[src/rtl/fk_hop_sched_if.sv]
// Signal bundle between the hop scheduler, slot timing, hop kernel and PLL.
// The slave side is the scheduler; the master side drives its inputs.
interface fk_hop_sched_if;
  logic        hop_en;
  logic        m_tslot_p;
  logic [11:0] regi_fkset_lead;
  logic        fk_ack;
  logic [6:0]  fk_chan;
  logic        pll_lock;
  logic [11:0] slot_cnt;
  logic        fkset_p;
  logic        fk_req;
  logic [6:0]  pll_chan;
  logic        pll_load_p;
  logic        pll_ready;
  logic        fk_err;
  logic        fk_ovr;

  modport master (
    output hop_en, m_tslot_p, regi_fkset_lead, fk_ack, fk_chan, pll_lock,
    input  slot_cnt, fkset_p, fk_req, pll_chan, pll_load_p, pll_ready, fk_err, fk_ovr
  );

  modport slave (
    input  hop_en, m_tslot_p, regi_fkset_lead, fk_ack, fk_chan, pll_lock,
    output slot_cnt, fkset_p, fk_req, pll_chan, pll_load_p, pll_ready, fk_err, fk_ovr
  );
endinterface

[src/rtl/fk_hop_sched.sv]
// Per-slot hop scheduler: slot position counter, fkset_p lead strobe, and the
// request / load / settle sequence that retunes the PLL before each slot.
module fk_hop_sched #(
  parameter int SLOT_CYC   = 3750,
  parameter int ACK_TO     = 64,
  parameter int PLL_SETTLE = 720,
  parameter int MAX_CHAN   = 78
) (
  input  logic          clk_6M,
  input  logic          rstz,
  fk_hop_sched_if.slave hs
);
  localparam int AW = $clog2(ACK_TO + 1);
  localparam int SW = $clog2(PLL_SETTLE + 1);
  localparam logic [11:0]   SLOT_LAST   = 12'(SLOT_CYC - 1);
  localparam logic [AW-1:0] ACK_LAST    = AW'(ACK_TO - 1);
  localparam logic [SW-1:0] SETTLE_LAST = SW'(PLL_SETTLE - 1);
  localparam logic [6:0]    CHAN_MAX    = 7'(MAX_CHAN);

  typedef enum logic [2:0] {IDLE, REQ, LOAD, SETTLE, READY} state_t;

  state_t        state;
  logic [11:0]   slot_cnt;
  logic [11:0]   lead_eff;
  logic [11:0]   match_cnt;
  logic          fkset_p;
  logic          fk_req;
  logic [6:0]    pll_chan;
  logic          pll_load_p;
  logic          pll_ready;
  logic          fk_err;
  logic          fk_ovr;
  logic [AW-1:0] ack_cnt;
  logic [SW-1:0] settle_cnt;

  // Lead is clamped to [1, SLOT_CYC-1] so the match point always lies inside the slot.
  always_comb begin
    lead_eff = hs.regi_fkset_lead;
    if (hs.regi_fkset_lead == 12'd0)
      lead_eff = 12'd1;
    else if (hs.regi_fkset_lead > SLOT_LAST)
      lead_eff = SLOT_LAST;
  end

  assign match_cnt = 12'(SLOT_CYC) - lead_eff;

  always_ff @(posedge clk_6M or negedge rstz) begin
    if (!rstz)
      slot_cnt <= '0;
    else if (hs.m_tslot_p || slot_cnt == SLOT_LAST)
      slot_cnt <= '0;
    else
      slot_cnt <= slot_cnt + 12'd1;
  end

  // A slot boundary landing on the match cycle restarts the slot, so no strobe.
  always_ff @(posedge clk_6M or negedge rstz) begin
    if (!rstz)
      fkset_p <= 1'b0;
    else
      fkset_p <= hs.hop_en && !hs.m_tslot_p && (slot_cnt == match_cnt);
  end

  always_ff @(posedge clk_6M or negedge rstz) begin
    if (!rstz) begin
      state      <= IDLE;
      fk_req     <= 1'b0;
      pll_chan   <= '0;
      pll_load_p <= 1'b0;
      pll_ready  <= 1'b0;
      fk_err     <= 1'b0;
      fk_ovr     <= 1'b0;
      ack_cnt    <= '0;
      settle_cnt <= '0;
    end else begin
      pll_load_p <= 1'b0;
      fk_err     <= 1'b0;
      fk_ovr     <= 1'b0;
      if (!hs.hop_en) begin
        state     <= IDLE;
        fk_req    <= 1'b0;
        pll_ready <= 1'b0;
      end else begin
        // A new strobe while a sequence is in flight is dropped and flagged.
        fk_ovr <= fkset_p && (state inside {REQ, LOAD, SETTLE});
        case (state)
          IDLE, READY: begin
            if (fkset_p) begin
              state     <= REQ;
              fk_req    <= 1'b1;
              pll_ready <= 1'b0;
              ack_cnt   <= '0;
            end
          end
          REQ: begin
            if (hs.fk_ack) begin
              fk_req <= 1'b0;
              if (hs.fk_chan <= CHAN_MAX) begin
                pll_chan   <= hs.fk_chan;
                pll_load_p <= 1'b1;
                state      <= LOAD;
              end else begin
                fk_err <= 1'b1;
                state  <= IDLE;
              end
            end else if (ack_cnt == ACK_LAST) begin
              fk_req <= 1'b0;
              fk_err <= 1'b1;
              state  <= IDLE;
            end else begin
              ack_cnt <= ack_cnt + 1'b1;
            end
          end
          LOAD: begin
            settle_cnt <= '0;
            state      <= SETTLE;
          end
          SETTLE: begin
            if (hs.pll_lock || settle_cnt == SETTLE_LAST) begin
              pll_ready <= 1'b1;
              state     <= READY;
            end else begin
              settle_cnt <= settle_cnt + 1'b1;
            end
          end
          default: state <= IDLE;
        endcase
      end
    end
  end

  assign hs.slot_cnt   = slot_cnt;
  assign hs.fkset_p    = fkset_p;
  assign hs.fk_req     = fk_req;
  assign hs.pll_chan   = pll_chan;
  assign hs.pll_load_p = pll_load_p;
  assign hs.pll_ready  = pll_ready;
  assign hs.fk_err     = fk_err;
  assign hs.fk_ovr     = fk_ovr;
endmodule

[src/flat_wrapper.sv]
// flat-port wrapper written by rule: the top's interface ports become plain ports
module fk_hop_sched_flat 
#(
  parameter int SLOT_CYC   = 3750,
  parameter int ACK_TO     = 64,
  parameter int PLL_SETTLE = 720,
  parameter int MAX_CHAN   = 78
)
  (clk_6M, rstz, hs_hop_en, hs_m_tslot_p, hs_regi_fkset_lead, hs_fk_ack, hs_fk_chan, hs_pll_lock, hs_slot_cnt, hs_fkset_p, hs_fk_req, hs_pll_chan, hs_pll_load_p, hs_pll_ready, hs_fk_err, hs_fk_ovr);
  fk_hop_sched_if hs_i ();
  input  logic clk_6M;
  input  logic rstz;
  input wire logic [$bits(hs_i.hop_en)-1:0] hs_hop_en;
  input wire logic [$bits(hs_i.m_tslot_p)-1:0] hs_m_tslot_p;
  input wire logic [$bits(hs_i.regi_fkset_lead)-1:0] hs_regi_fkset_lead;
  input wire logic [$bits(hs_i.fk_ack)-1:0] hs_fk_ack;
  input wire logic [$bits(hs_i.fk_chan)-1:0] hs_fk_chan;
  input wire logic [$bits(hs_i.pll_lock)-1:0] hs_pll_lock;
  output wire logic [$bits(hs_i.slot_cnt)-1:0] hs_slot_cnt;
  output wire logic [$bits(hs_i.fkset_p)-1:0] hs_fkset_p;
  output wire logic [$bits(hs_i.fk_req)-1:0] hs_fk_req;
  output wire logic [$bits(hs_i.pll_chan)-1:0] hs_pll_chan;
  output wire logic [$bits(hs_i.pll_load_p)-1:0] hs_pll_load_p;
  output wire logic [$bits(hs_i.pll_ready)-1:0] hs_pll_ready;
  output wire logic [$bits(hs_i.fk_err)-1:0] hs_fk_err;
  output wire logic [$bits(hs_i.fk_ovr)-1:0] hs_fk_ovr;
  assign hs_i.hop_en = hs_hop_en;
  assign hs_i.m_tslot_p = hs_m_tslot_p;
  assign hs_i.regi_fkset_lead = hs_regi_fkset_lead;
  assign hs_i.fk_ack = hs_fk_ack;
  assign hs_i.fk_chan = hs_fk_chan;
  assign hs_i.pll_lock = hs_pll_lock;
  assign hs_slot_cnt = hs_i.slot_cnt;
  assign hs_fkset_p = hs_i.fkset_p;
  assign hs_fk_req = hs_i.fk_req;
  assign hs_pll_chan = hs_i.pll_chan;
  assign hs_pll_load_p = hs_i.pll_load_p;
  assign hs_pll_ready = hs_i.pll_ready;
  assign hs_fk_err = hs_i.fk_err;
  assign hs_fk_ovr = hs_i.fk_ovr;
  fk_hop_sched #(.SLOT_CYC(SLOT_CYC), .ACK_TO(ACK_TO), .PLL_SETTLE(PLL_SETTLE), .MAX_CHAN(MAX_CHAN)) u_core (.clk_6M(clk_6M), .rstz(rstz), .hs(hs_i));
endmodule
[config.mk]
export PLATFORM = sky130hd
export DESIGN_NAME = fk_hop_sched_flat
export DESIGN_NICKNAME = d
export VERILOG_FILES = /design/src/rtl/fk_hop_sched_if.sv /design/src/rtl/fk_hop_sched.sv /design/src/flat_wrapper.sv
export SDC_FILE = /design/constraint.sdc
export NUM_CORES = 1
export LEC_CHECK = 0
export CELL_PAD_IN_SITES_DETAIL_PLACEMENT = 1
export CELL_PAD_IN_SITES_GLOBAL_PLACEMENT = 1
export CORE_ASPECT_RATIO = 1.5
export CORE_MARGIN = 5
export CORE_UTILIZATION = 23
export DETAILED_ROUTE_END_ITERATION = 12
export PLACE_DENSITY = 0.63
export SKIP_CTS_REPAIR_TIMING = 1
export SYNTH_ARGS = -nofsm -noshare
export SYNTH_HDL_FRONTEND = slang
export SYNTH_SLANG_ARGS = --single-unit
export TNS_END_PERCENT = 1
[constraint.sdc]
create_clock -name clk_6M -period 5.7 [get_ports clk_6M]
set_clock_uncertainty 0.1 [all_clocks]
set_input_delay 1.14 -clock clk_6M [delete_from_list [all_inputs] [get_ports clk_6M]]
set_output_delay 1.14 -clock clk_6M [all_outputs]
set_load 0.05 [all_outputs]
# Word level (Yosys, flattened, before mapping)
# Cells that the tools add are included.
[op_classes] n_reduce_logical=18 eq_ne=17 n_addsub=4 mux=35 order_cmp=2
[ops] operator="$mux W12" n=3
[ops] operator="$mux W7" n=3
[ops] operator="$pmux W10 S2" n=1
[ops] operator="$mux W1" n=17
[ops] operator="$mux W3" n=5
[ops] operator="$pmux W7 S2" n=1
[ops] operator="$add A12 B1 Y12 const B" n=1
[ops] operator="$eq A12 B12 Y1" n=1
[ops] operator="$eq A12 B12 Y1 const B" n=1
[ops] operator="$gt A12 B12 Y1 const B" n=1
[ops] operator="$logic_not A12 Y1" n=1
[ops] operator="$pmux W3 S4" n=1
[ops] operator="$reduce_and A3 Y1" n=4
[ops] operator="$sub A12 B12 Y12 const A" n=1
[ops] operator="$add A10 B1 Y10 const B" n=1
[ops] operator="$eq A10 B10 Y1 const B" n=1
[ops] operator="$mux W10" n=1
[ops] operator="$add A7 B1 Y7 const B" n=1
[ops] operator="$eq A7 B6 Y1 const B" n=1
[ops] operator="$le A7 B7 Y1 const B" n=1
[ops] operator="$eq A3 B2 Y1 const B" n=2
[ops] operator="$ne A2 B2 Y1 const B" n=3
[ops] operator="$ne A3 B1 Y1 const B" n=2
[ops] operator="$reduce_and A5 Y1" n=1
[ops] operator="other kinds (16)" n=21
[totals] wordCells=87 output_inout_bits=25 ff_bits=45 input_bits=25

# Logic depth before layout (Yosys ltp)
# Gate-level depths: netlist of the first run.
[depth] depth_word=6 depth_mapped=15 mapped_depth_nobuf=12

# Worst setup path after synthesis of the first run
# OpenSTA, ideal clock, no wires.
[synth_timing] path_type="input-to-reg" start="input port hs_regi_fkset_lead[2]" end="register u_core.fkset_p, in the netlist u_core.hs.fkset_p" n_path_buf=3 required_time_ns=5.489 stages=15 path_slack_ns=1.715 setup_time_ns=0.111 arrival_time_ns=3.774 path_cell_list="buf_2 -> o21a_1 -> o2111a_1 -> o21ai_1 -> buf_2 -> and2_1 -> ha_1 -> buf_2 -> nand2_1 -> nand3_1 -> a22oi_1 -> or3_1 -> a2111oi_2 -> nand4_1 -> a2111oi_2"
[synth_between] elab_chain_cells=6 elab_cells_between_ends=7 classes_between="1 x add/sub; 1 x order compare; 1 x eq/ne; 2 x mux; 2 x reduce/logical"
[synth_lines] item="start: declaration" line="flat_wrapper.sv:15" text="input wire logic [$bits(hs_i.regi_fkset_lead)-1:0] hs_regi_fkset_lead;"
[synth_lines] item="$gt A12 B12 Y1" line="fk_hop_sched.sv:41" text="else if (hs.regi_fkset_lead > SLOT_LAST)"
[synth_lines] item="$mux W12" line="fk_hop_sched.sv:41"
[synth_lines] item="$mux W12 (*)" line="fk_hop_sched.sv:39" text="if (hs.regi_fkset_lead == 12'd0)"
[synth_lines] item="$sub A12 B12 Y12 (*)" line="fk_hop_sched.sv:45" text="assign match_cnt = 12'(SLOT_CYC) - lead_eff;"
[synth_lines] item="$eq A12 B12 Y1 (*)" line="fk_hop_sched.sv:61" text="fkset_p <= hs.hop_en && !hs.m_tslot_p && (slot_cnt == match_cnt);"
[synth_lines] item="$logic_and A1 B1 Y1 (*)" line="fk_hop_sched.sv:61"
[synth_lines] item="end signal: assignment" line="fk_hop_sched.sv:61"
[synth_lines] item="end: declaration" line="fk_hop_sched.sv:26" text="logic fkset_p;"
# Every way passes the cells marked *; elsewhere a longest branch is shown, timed or not.
# A chain may end at the register's enable or synchronous reset.

# Final worst setup path of the first run
# Ends and elaborated chain as after synthesis.

==> results.sh, run 1 <==
export IMPL_status="complete, no violations"
export IMPL_syn_nets=354
export IMPL_worst_ir_drop_vdd_v=0.0001105
export IMPL_min_period_ns=4.880
export IMPL_grt_pass1_wl_mm=13.94
export IMPL_nets=396
export IMPL_tightest_slew_ns=1.015
export IMPL_grtUsageTotal_pct=11.28
export IMPL_synthTopCellsByCount="dfrtp_1, nor2_1, nand2_1"
export IMPL_core_um2=12510
export IMPL_drt_iter0_markers=66
export IMPL_area_growth_pct=26.49
export IMPL_drc_errors=0
export IMPL_ys_warn_count=0
export IMPL_cts_max_path_buffers=2
export IMPL_ant_nets=0
export IMPL_synth_seq_cells=45
export IMPL_yosysSeqAreaShare_pct=38.40
export IMPL_critPathKind="primary input to flop"
export IMPL_synth_most_common_cell="dfrtp_1"
export IMPL_hp_class="flop to flop"
export IMPL_power_density_nw_per_um2=207.2
export IMPL_fin_crit_sh_pct=85.61
export IMPL_syn_area_um2=2933
export IMPL_portBuffers=49
export IMPL_critPathMaxFanout=11
export IMPL_max_cap_violations=0
export IMPL_cts_max_level=2
export IMPL_dpl_hpwl_mm=6.388
export IMPL_synth_main_ff_cell="dfrtp_1"
export IMPL_required_ns=5.78
export IMPL_clk_pin_slew_ns=0.06
export IMPL_synthTopCellsByArea="dfrtp_1, xor2_1, nor2_1, nand2_1, xnor2_1"
export IMPL_first_global_vias=2881
export IMPL_drive_gt1_share_pct=8.447
export IMPL_yosysTopAreaCell="dfrtp_1"
export IMPL_drt_total_wl_mm=8.149
export IMPL_yosysUniqueCellTypes=54
export IMPL_die_x_um=102.2
export IMPL_grt_overflow=0
export IMPL_tns_ns=0
export IMPL_vias_per_cell=4.952
export IMPL_synth_edff_count=0
export IMPL_syn_area_per_cell_um2=9.052
export IMPL_max_slew_margin_pct=32.33
export IMPL_max_freq_ghz=0.2049
export IMPL_grt_antenna_before_repair=0
export IMPL_clkLatencyLatePin_ns=0.28
export IMPL_n_antenna_cell=0
export IMPL_die_h_um=148.3
export IMPL_cp_data_arrival_time_ns=4.96
export IMPL_gp_congestion=0.8346
export IMPL_netlist_instances=324
export IMPL_drt_first_pass_iters=4
export IMPL_cts_root_buf="clkbuf_16"
export IMPL_grt_max_degree=46
export IMPL_num_vias=2590
export IMPL_finalSetupViolations=0
export IMPL_post_drt_wl_per_cell_um=15.58
export IMPL_clkSinkCount=45
export IMPL_cts_tree="built"
export IMPL_end_kind="flop"
export IMPL_fillers=1474
export IMPL_initial_core_util_pct=23.44
export IMPL_async_flop_share_pct=100.0
export IMPL_slew_violations=0
export IMPL_ios=50
export IMPL_rsz0062_at_grt="no"
export IMPL_start_kind="primary input"
export IMPL_rows=50
export IMPL_whs_ns=0.3917
export IMPL_p_leak_nw=1.544
export IMPL_dieArea_um2=15160
export IMPL_hold_viol=0
export IMPL_synth_top_area_share_pct=38.40
export IMPL_numCtsBuffers=5
area by class of cell:
class | instances | area [µm²] | area share, %
clock buffers | 6 | 138.9 | 3.744
clock inverters | 2 | 37.54 | 1.012
inverters | 8 | 30.03 | 0.8094
multi-input cells | 253 | 1667 | 44.92
flip-flops and latches | 45 | 1126 | 30.35
well taps | 156 | 195.2 | 5.261
repair buffers | 53 | 515.5 | 13.90
path summary, 6_finish.rpt:
check / endpoint / from / depth (start not counted) / slack [ns]
worst min-delay path: u_core.ack_cnt[0] / u_core.ack_cnt[0] / 1 / 0.39
worst max-delay path: u_core.hs.fkset_p / hs_regi_fkset_lead[2] / 13 / 0.82
worst max register to register: u_core.settle_cnt[9] / u_core.settle_cnt[5] / 7 / 3.27
worst min register to register: u_core.ack_cnt[0] / u_core.ack_cnt[0] / 1 / 0.39
max in group asynchronous: u_core.hs.pll_ready / rstz / 1 / 3.94
min in group asynchronous: u_core.ack_cnt[6] / rstz / 1 / 0.93
through the flow:
step	cell area, µm²	power, W	utilization (%)	worst slack [ns]	cells
global route	3710	0.0008052	29.65	0.5387	523
finish	3710	0.0007687	29.65	0.8200	523
floorplan	2933	0.0003944	-	1.715	324
detailed placement	3533	0.0004385	28.24	0.5450	515
global placement	3533	0.0004372	28.24	0.6842	515
CTS	3710	0.0007805	29.65	0.8397	523
cell usage in the layout, fill, tap and decap left out, drive strengths merged, types with 3 or more instances in the layout:
master         synthesis  final
clkbuf                 9      6
inv                    8      8
nand2b                 5      5
a211oi                 5      5
nor2                  37     37
xor2                  21     21
nand2                 28     28
or3                    5      5
nor3                   8      8
nor2b                  4      4
o21ai                 13     13
and3                  10     10
ha                     5      5
nand3                 19     19
dfrtp                 45     45
xnor2                 11     11
nor4                   3      3
o21a                   4      4
nand4                  6      6
clkdlybuf4s50          0     48
buf                    9      5
mux2                   9      9
a31oi                  4      4
a21oi                 16     16
kinds of logic after synthesis:
| logic type | share of synthesized area (%) |
|---|---|
| AND/OR/NAND/NOR | 24.40 |
| AO/OA/AOI/OAI | 16.38 |
| flip-flops | 38.40 |
| XOR/XNOR | 9.556 |
| buffers and inverters | 4.778 |
| multiplexers | 4.351 |
| adder cells (fa/ha/maj) | 2.133 |
routing by layer:
metal | vias up | global-route usage (%) | part of all wire [%]
li1 | 1239 | - | -
met1 | 1282 | 12.67 | 41
met4 | 0 | 3.611 | 2.3
met3 | 17 | 1.736 | 2.9
met5 | - | 0 | 0
met2 | 52 | 21.19 | 54
state kept, by name (all words and copies together), names as in the netlist:
| signal | count |
|---|---|
| u_core.hs.fk_ovr | 1 |
| u_core.hs.pll_load_p | 1 |
| u_core.hs.pll_ready | 1 |
| u_core.state | 3 |
| u_core.hs.fkset_p | 1 |
| u_core.hs.fk_err | 1 |
| u_core.hs.slot_cnt | 12 |
| u_core.hs.pll_chan | 7 |
| u_core.ack_cnt | 7 |
| u_core.settle_cnt | 10 |
| u_core.hs.fk_req | 1 |
worst max-delay path, stage by stage:
cell             delay [ns]
clkdlybuf4s50_1        0.58
o21a_1                 0.22
o2111a_1               0.27
o21ai_1                0.60
and2_1                 0.22
ha_1                   0.35
nand2_1                0.12
nand3_1                0.10
a22oi_1                0.10
or3_1                  0.38
a2111oi_2              0.37
nand4_1                0.16
a2111oi_2              0.34
power by group:
group	switching (W)	total, W	internal (W)
Clock	0.000119	0.000337	0.000219
Sequential	0.00000422	0.000326	0.000321
Combinational	0.0000613	0.000106	0.0000446
Total	0.000184	0.000769	0.000585
(Power assumes the default switching activity.)
==> run 2: changes to the inputs <==
--- a/config.mk
+++ b/config.mk
@@ -11,6 +11,7 @@
 export CORE_MARGIN = 5
 export CORE_UTILIZATION = 23
 export DETAILED_ROUTE_END_ITERATION = 12
+export GPL_TIMING_DRIVEN = 0
 export PLACE_DENSITY = 0.63
 export SKIP_CTS_REPAIR_TIMING = 1
 export SYNTH_ARGS = -nofsm -noshare
==> run 2 against run 1 <==
- worst hold slack better by 0.011 ns
- sequential share of layout area is 0.21 points lower
- power is 6.1% lower
- worst setup slack got worse by 0.0016 ns
- critical path type unchanged
- critical path depth is 2 higher
- critical endpoint unchanged
- die area stayed put
- maximum frequency barely moved
- utilization increased by 0.21 points
- cell count rose by 1.9%
- largest power group is now registers
- routed wire length rose by 2.3%
- non-clock buffer count rose by 11
- clock power decreased by 15%
==> results.sh, run 2 (same netlist as run 1, synthesis figures left out) <==
export IMPL_drc_errors=0
export IMPL_portBuffers=45
export IMPL_clockPowerShare_pct=39.9
export IMPL_cts_root_buf="clkbuf_16"
export IMPL_vias_per_cell=4.919
export IMPL_power_density_nw_per_um2=193.1
export IMPL_min_period_ns=4.882
export IMPL_dp_cells=526
export IMPL_numCtsBuffers=5
export IMPL_end_kind="flop"
export IMPL_grt_max_degree=26
export IMPL_area_growth_pct=27.39
export IMPL_clkSinkCount=45
export IMPL_start_kind="primary input"
export IMPL_critPathKind="primary input to flop"
export IMPL_placed_cell_area_um2=3593
export IMPL_die_h_um=148.3
export IMPL_hp_class="flop to flop"
export IMPL_grt_antenna_before_repair=0
export IMPL_tns_ns=0
export IMPL_ios=50
export IMPL_drt_first_pass_iters=4
export IMPL_nets=407
export IMPL_n_antenna_cell=0
export IMPL_hold_viol=0
export IMPL_required_ns=5.77
export IMPL_drt_iter0_markers=41
export IMPL_power_frac_comb_pct=15.2
export IMPL_intPower_w=0.0005400
export IMPL_core_um2=12510
export IMPL_cts_tree="built"
export IMPL_clkLatencyLatePin_ns=0.29
export IMPL_first_global_vias=2914
export IMPL_cts_max_path_buffers=2
export IMPL_final_cell_mix="dfrtp_1, clkdlybuf4s50_1, nor2_1"
export IMPL_drive_gt1_share_pct=9.284
export IMPL_cp_data_arrival_time_ns=4.95
export IMPL_drt_total_wl_mm=8.336
export IMPL_die_x_um=102.2
export IMPL_cts_max_level=2
export IMPL_dieArea_um2=15160
export IMPL_final_util_pct=29.86
export IMPL_dpl_hpwl_mm=6.553
export IMPL_max_freq_ghz=0.2049
export IMPL_max_stage_delay_ns=0.51
export IMPL_stdcell_area_um2=3736
export IMPL_gp_congestion=0.8667
export IMPL_largest_reg_flops=12
export IMPL_slew_violations=0
export IMPL_finalSetupViolations=0
export IMPL_max_cap_violations=0
export IMPL_layout_commonest_cell="dfrtp_1"
export IMPL_post_drt_wl_per_cell_um=15.64
export IMPL_timing_rr_start="u_core.settle_cnt[5]"
export IMPL_critPathSlowestCell="clkdlybuf4s50_1"
export IMPL_grt_pass1_wl_mm=14.16
export IMPL_max_slew_margin_pct=55.82
export IMPL_worst_ir_drop_vdd_v=0.00009743
export IMPL_rows=50
export IMPL_grt_overflow=0
export IMPL_tightest_slew_ns=0.6603
export IMPL_crit_start="hs_regi_fkset_lead[1]"
export IMPL_num_vias=2622
export IMPL_regMostFlops="u_core.hs.slot_cnt"
export IMPL_p_sw_share_pct=25.16
export IMPL_status="complete, no violations"
export IMPL_grtUsageTotal_pct=11.71
export IMPL_worstHoldStart="u_core.hs.pll_chan[0]"
export IMPL_p_leak_nw=1.561
export IMPL_clk_pin_slew_ns=0.06
export IMPL_p_sw_w=0.0001815
export IMPL_power_frac_seq_pct=45.0
export IMPL_ant_nets=0
export IMPL_stdcell_count=533
export IMPL_reg_top3="u_core.hs.slot_cnt x12, u_core.settle_cnt x10"
export IMPL_initial_core_util_pct=23.44
export IMPL_critPathMaxFanout=10
export IMPL_fin_crit_sh_pct=85.64
export IMPL_rsz0062_at_grt="no"
export IMPL_crit_chain="clkdlybuf4s50_1, o21a_1, o2111a_1, o21ai_1, buf_2, and2_1, ha_1, buf_2, nand2_1, nand3_1, a22oi_1, or3_1, a2111oi_2, nand4_1, a2111oi_2"
## run 2: cell type report
class                      instances  area, µm²
clock buffer                       7      142.6
timing repair buffer              46      465.4
multi-input combinational        253       1667
sequential                        45       1126
inverter                           8      30.03
buffer                            18      110.1
fill                            1477       8776
tap                              156      195.2
## run 2: worst max-delay path: cells and delay by family
family | cells | cell delay (ns)
compound gates | 6 | 1.66
fa+ha+maj | 1 | 0.13
buf+inv | 3 | 1.01
simple gates | 5 | 1.00
## run 2: per-stage QoR
step | hold slack, ns | worst slack [ns] | power (W)
finish | 0.4023 | 0.8184 | 0.0007215
global placement | 0.3795 | 0.5521 | 0.0004372
detailed placement | 0.3931 | 0.5597 | 0.0004410
global route | 0.4211 | 0.6179 | 0.0007577
floorplan | 0.3607 | 1.715 | 0.0003944
CTS | 0.4071 | 0.8286 | 0.0007386
## run 2: worst paths after layout
kind | end | slack (ns) | depth (start not counted)
max | u_core.hs.fkset_p | 0.82 | 15
min | u_core.hs.pll_chan[0] | 0.40 | 1
max reg2reg | u_core.settle_cnt[9] | 3.15 | 8
min reg2reg | u_core.hs.pll_chan[0] | 0.40 | 1
max in group asynchronous | u_core.hs.slot_cnt[6] | 4.27 | 2
min in group asynchronous | u_core.ack_cnt[6] | 0.72 | 1
## run 2: power by group through the flow
stage / Sequential [W] / Clock, W / Combinational [W]
after floorplan: 0.000336 / 0 / 0.0000581
after global routing: 0.000325 / 0.000312 / 0.000121
after CTS: 0.000325 / 0.000303 / 0.000111
after global placement: 0.000331 / 0 / 0.000107
after detailed placement: 0.000331 / 0 / 0.000110
final: 0.000325 / 0.000288 / 0.000109
## run 2: layer usage
metal  vias to the layer above  wire, µm  global-route usage (%)
li1                       1262         -                       -
met1                      1296      3306                   12.95
met2                        48      4547                   21.78
met3                        16       277                   2.018
met4                         0       204                   4.334
met5                         -         0                       0
==> run 3: changes to the inputs <==
--- a/config.mk
+++ b/config.mk
@@ -14,6 +14,7 @@
 export GPL_TIMING_DRIVEN = 0
 export PLACE_DENSITY = 0.63
 export SKIP_CTS_REPAIR_TIMING = 1
+export SKIP_LAST_GASP = 1
 export SYNTH_ARGS = -nofsm -noshare
 export SYNTH_HDL_FRONTEND = slang
 export SYNTH_SLANG_ARGS = --single-unit
==> results of run 3 <==
The final DEF is identical to that of run 2; final timing and power are the same.
==> patch 1, RTL diff (flow settings as in run 3) <==
`PLL_SETTLE` is set to 720 in 2 places; all go to 1440.
--- a/src/rtl/fk_hop_sched.sv
+++ b/src/rtl/fk_hop_sched.sv
@@ -3,7 +3,7 @@
 module fk_hop_sched #(
   parameter int SLOT_CYC   = 3750,
   parameter int ACK_TO     = 64,
-  parameter int PLL_SETTLE = 720,
+  parameter int PLL_SETTLE = 1440,
   parameter int MAX_CHAN   = 78
 ) (
   input  logic          clk_6M,
--- a/src/flat_wrapper.sv
+++ b/src/flat_wrapper.sv
@@ -3,7 +3,7 @@
 #(
   parameter int SLOT_CYC   = 3750,
   parameter int ACK_TO     = 64,
-  parameter int PLL_SETTLE = 720,
+  parameter int PLL_SETTLE = 1440,
   parameter int MAX_CHAN   = 78
 )
   (clk_6M, rstz, hs_hop_en, hs_m_tslot_p, hs_regi_fkset_lead, hs_fk_ack, hs_fk_chan, hs_pll_lock, hs_slot_cnt, hs_fkset_p, hs_fk_req, hs_pll_chan, hs_pll_load_p, hs_pll_ready, hs_fk_err, hs_fk_ovr);
Formal check against the unedited RTL: no difference found for any inputs over 10 cycles, from zero or initial values and one cycle with rstz low; that may be too few to reach the edited logic, so the function may still have changed.
==> patch 1 against run 3 <==
Routed wire length rose by 0.58%. Critical path type unchanged. Count of clock-buffer cells in the layout did not move. Highest routed layer unchanged. Area after synthesis fell by 1.7%. Largest cell class unchanged. Synthesized cell count fell by 0.62%. Sequential cell count rose by 1. Maximum frequency rose by 13%. Final area fell by 1.0%. Worst setup slack improved by 0.55 ns.
Power is not compared: it rests on default switching activity, and its combinational part moved more than twofold at a synthesized area within 25%.
==> patch 1: results <==
{
  "buffers_excl_clock": 61,
  "vias": 2635,
  "grt_start_max_net_pins": 35,
  "synth_compound_area_frac": 0.163,
  "path_clk_slew_ns": 0.06,
  "timing.hold.ws_ns": 0.409,
  "yosysSeqAreaShare": 0.399,
  "grt_pass1_wl_mm": 14.2,
  "crit_start": "hs_regi_fkset_lead[6]",
  "clkCellAreaFrac": 0.0440,
  "synth_fa_ha_area_frac": 0.0217,
  "area_share_nonclk_buffers": 0.146,
  "hold_end": "u_core.hs.pll_chan[1]",
  "nets": 404,
  "r2r_start": "u_core.settle_cnt[0]",
  "grt.total_usage": 0.117,
  "n_fill_cell": 1458,
  "final-seq-area_sq_um": 1150,
  "setup_slack_ns": 1.36,
  "ys_types": 58,
  "drt-wirelength-per-cell_um": 15.8,
  "synth.area.mux_share": 0.0347,
  "nMultiInputCombCells": 252,
  "synthCells": 322,
  "reg.largest.list": "u_core.hs.slot_cnt x12, u_core.settle_cnt x11",
  "die-area_sq_um": 14900,
  "syn_nets": 352,
  "drtIter0Drc": 72,
  "grt_pass1_vias": 2905,
  "synth_xor_area_frac": 0.0941,
  "outcome": "complete, no violations",
  "ys_top_cells_by_area": "dfrtp_1, xor2_1, nor2_1, xnor2_1, o21ai_0",
  "multi_input_area_share": 0.438,
  "io_buffer_count": 44,
  "dp_cells": 523,
  "place_congestion": 0.877,
  "place_worst_setup_slack_ns": 1.11,
  "clock_sinks": 46,
  "ff2ff_setup_slack_ns": 3.07,
  "placed_cell_area_sq_um": 3530,
  "viasPerCell": 4.96,
  "layout-drive-gt1-share": 0.0933,
  "synth_commonest_cells": "dfrtp_1, nor2_1, nand2_1, o21ai_0",
  "min-delay-start": "u_core.hs.pll_chan[1]",
  "dp_hpwl_mm": 6.66
}
[patch 1: power by group through the flow]
stage                     Sequential (mW)  Clock [mW]  Combinational (mW)
after floorplan                     0.501           0               0.116
after global placement              0.405           0               0.326
after detailed placement            0.409           0               0.331
after CTS                           0.403       0.338               0.333
after global routing                0.409       0.353               0.354
final                               0.402       0.328               0.327
[patch 1: worst max-delay path, stage by stage]
cell and delay [ns]:
clkdlybuf4s50_1 0.44, buf_2 0.21, nor4_1 0.45, a21o_1 0.35
nand2_1 0.10, ha_1 0.27, and2_1 0.18, a31o_2 0.26
o31a_1 0.26, o2111ai_1 0.19, o221ai_1 0.17, xnor2_1 0.16
nor4b_2 0.23
[patch 1: routing by layer]
metal / GRT usage / vias up / part of all wire / wire length, um
met3: 0.0157 / 8 / 0.027 / 225
met1: 0.129 / 1325 / 0.39 / 3290
met5: 0 / - / 0 / 0
li1: - / 1259 / - / -
met2: 0.226 / 43 / 0.57 / 4750
met4: 0.0319 / 0 / 0.014 / 119
==> patch 2, RTL diff (flow settings as in run 3) <==
Without the edit above. Reset style: synchronous (`rstz`), changed in 3 clocked blocks.
--- a/src/rtl/fk_hop_sched.sv
+++ b/src/rtl/fk_hop_sched.sv
@@ -44,7 +44,7 @@
 
   assign match_cnt = 12'(SLOT_CYC) - lead_eff;
 
-  always_ff @(posedge clk_6M or negedge rstz) begin
+  always_ff @(posedge clk_6M) begin
     if (!rstz)
       slot_cnt <= '0;
     else if (hs.m_tslot_p || slot_cnt == SLOT_LAST)
@@ -54,14 +54,14 @@
   end
 
   // A slot boundary landing on the match cycle restarts the slot, so no strobe.
-  always_ff @(posedge clk_6M or negedge rstz) begin
+  always_ff @(posedge clk_6M) begin
     if (!rstz)
       fkset_p <= 1'b0;
     else
       fkset_p <= hs.hop_en && !hs.m_tslot_p && (slot_cnt == match_cnt);
   end
 
-  always_ff @(posedge clk_6M or negedge rstz) begin
+  always_ff @(posedge clk_6M) begin
     if (!rstz) begin
       state      <= IDLE;
       fk_req     <= 1'b0;
Formal check against the unedited RTL: differs if rstz is asserted again (counterexample within 4 cycles, from zero or initial values and one cycle with rstz low); with rstz held inactive, the same outputs for 10 cycles.
==> patch 2 against run 3 <==
Global-route usage increased by 0.20 points. Non-clock buffer count decreased by 4. Largest cell class unchanged. Sequential cell count unchanged. Total power decreased by 5.0%. Final area decreased by 7.7%. Area after synthesis decreased by 8.6%. Worst setup slack improved by 0.50 ns. Maximum frequency increased by 11%. Critical path depth decreased by 2. Largest power group unchanged. Routed wire length decreased by 3.1%.
==> patch 2: results <==
{
  "grt.total_usage": 0.119,
  "grt_start_max_net_pins": 14,
  "grt_antenna_before_repair": 0,
  "r2r-end": "u_core.settle_cnt[5]",
  "r2r_start": "u_core.settle_cnt[0]",
  "place_congestion": 0.835,
  "grt_pass1_vias": 2726,
  "path_max_fanout": 8,
  "cp-endpoint": "u_core.hs.fkset_p",
  "whs_path_depth": 2,
  "ir_worst_vdd_v": 0.0000903,
  "n_fill_cell": 1375,
  "rr_worst_depth": 9,
  "grt_pass1_wl_mm": 13.5,
  "nets": 408,
  "cts_root_buf": "clkbuf_16",
  "cp_slowest_stage_delay_ns": 0.54,
  "synth.area.mux_share": 0.0415,
  "htree_levels": 2,
  "critPathTopFamily": "compound AO/OA/AOI/OAI gates",
  "clock_path_buffers": 2,
  "synth_compound_area_frac": 0.162,
  "syn_nets": 357,
  "worstPathArrival_ns": 4.47,
  "leakage_nw": 1.22,
  "ys_top_cells_by_area": "dfxtp_1, xor2_1, nor2_1, nand3_1, xnor2_1",
  "diodes": 0,
  "dp_hpwl_mm": 6.40,
  "ys_types": 62,
  "synth_commonest_cells": "dfxtp_1, nor2_1, nand2_1, nand3_1, xor2_1",
  "synth_xor_area_frac": 0.0980,
  "drtIter0Drc": 82,
  "crit_slowest_cell": "clkdlybuf4s50_1",
  "synth_fa_ha_area_frac": 0.0233,
  "layout-drive-gt1-share": 0.0712,
  "yosysSeqAreaShare": 0.336,
  "vias": 2601,
  "clock_latency_ns": 0.29,
  "relSlewSlack": 0.504,
  "reg.largest.list": "u_core.hs.slot_cnt x12, u_core.settle_cnt x10",
  "async_reset_ff_frac": 0,
  "outcome": "complete, no violations",
  "dr.pass1.iters": 4,
  "hold_class": "reg2reg",
  "ff2ff_setup_slack_ns": 3.15,
  "path_clk_slew_ns": 0.06,
  "io_buffer_count": 44,
  "drt-wirelength-per-cell_um": 15.3
}
## patch 2: final cells by class
cell class              count  area, sq um  area share
multi-input cells         256         1660       0.480
flip-flops and latches     45          901       0.261
repair buffers             44          440       0.128
well taps                 150          188      0.0544
clock buffers               6          129      0.0374
plain buffers              16         86.3      0.0250
inverters                  10         37.5      0.0109
clock inverters             2         10.0     0.00290
## patch 2: through the flow
stage | setup WS [ns] | instance area, sq um | std cells | hold slack, ns | total power, mW
6_report | 1.32 | 3450 | 529 | 0.379 | 0.685
4_1_cts | 1.29 | 3450 | 529 | 0.382 | 0.696
3_5_place_dp | 0.969 | 3310 | 521 | 0.373 | 0.409
2_1_floorplan | 2.01 | 2680 | 327 | 0.353 | 0.375
3_3_place_gp | 0.992 | 3310 | 521 | 0.367 | 0.408
5_1_grt | 1.08 | 3450 | 529 | 0.419 | 0.714
## patch 2: worst min path at each step
stage	startpoint	end	slack [ns]
2_1_floorplan	u_core.ack_cnt[6]	u_core.ack_cnt[6]	0.35
3_3_place_gp	u_core.ack_cnt[6]	u_core.ack_cnt[6]	0.37
3_5_place_dp	u_core.hs.pll_ready	u_core.hs.pll_ready	0.37
4_1_cts	u_core.hs.pll_ready	u_core.hs.pll_ready	0.38
5_1_grt	u_core.settle_cnt[1]	u_core.settle_cnt[1]	0.42
6_report	u_core.hs.pll_ready	u_core.hs.pll_ready	0.38
## patch 2: where the power goes
group | switching [mW] | leakage [nW] | internal, mW
combinational | 0.0475 | 0.788 | 0.0379
clock | 0.122 | 0.0706 | 0.161
sequential | 0.00163 | 0.363 | 0.315
## patch 2: layer usage
metal	vias to the layer above	global-route usage	routed length, um
met1	1248	0.125	3180
met3	18	0.0304	357
met2	61	0.222	4290
met5	-	0	0
met4	0	0.0547	245
li1	1274	-	-
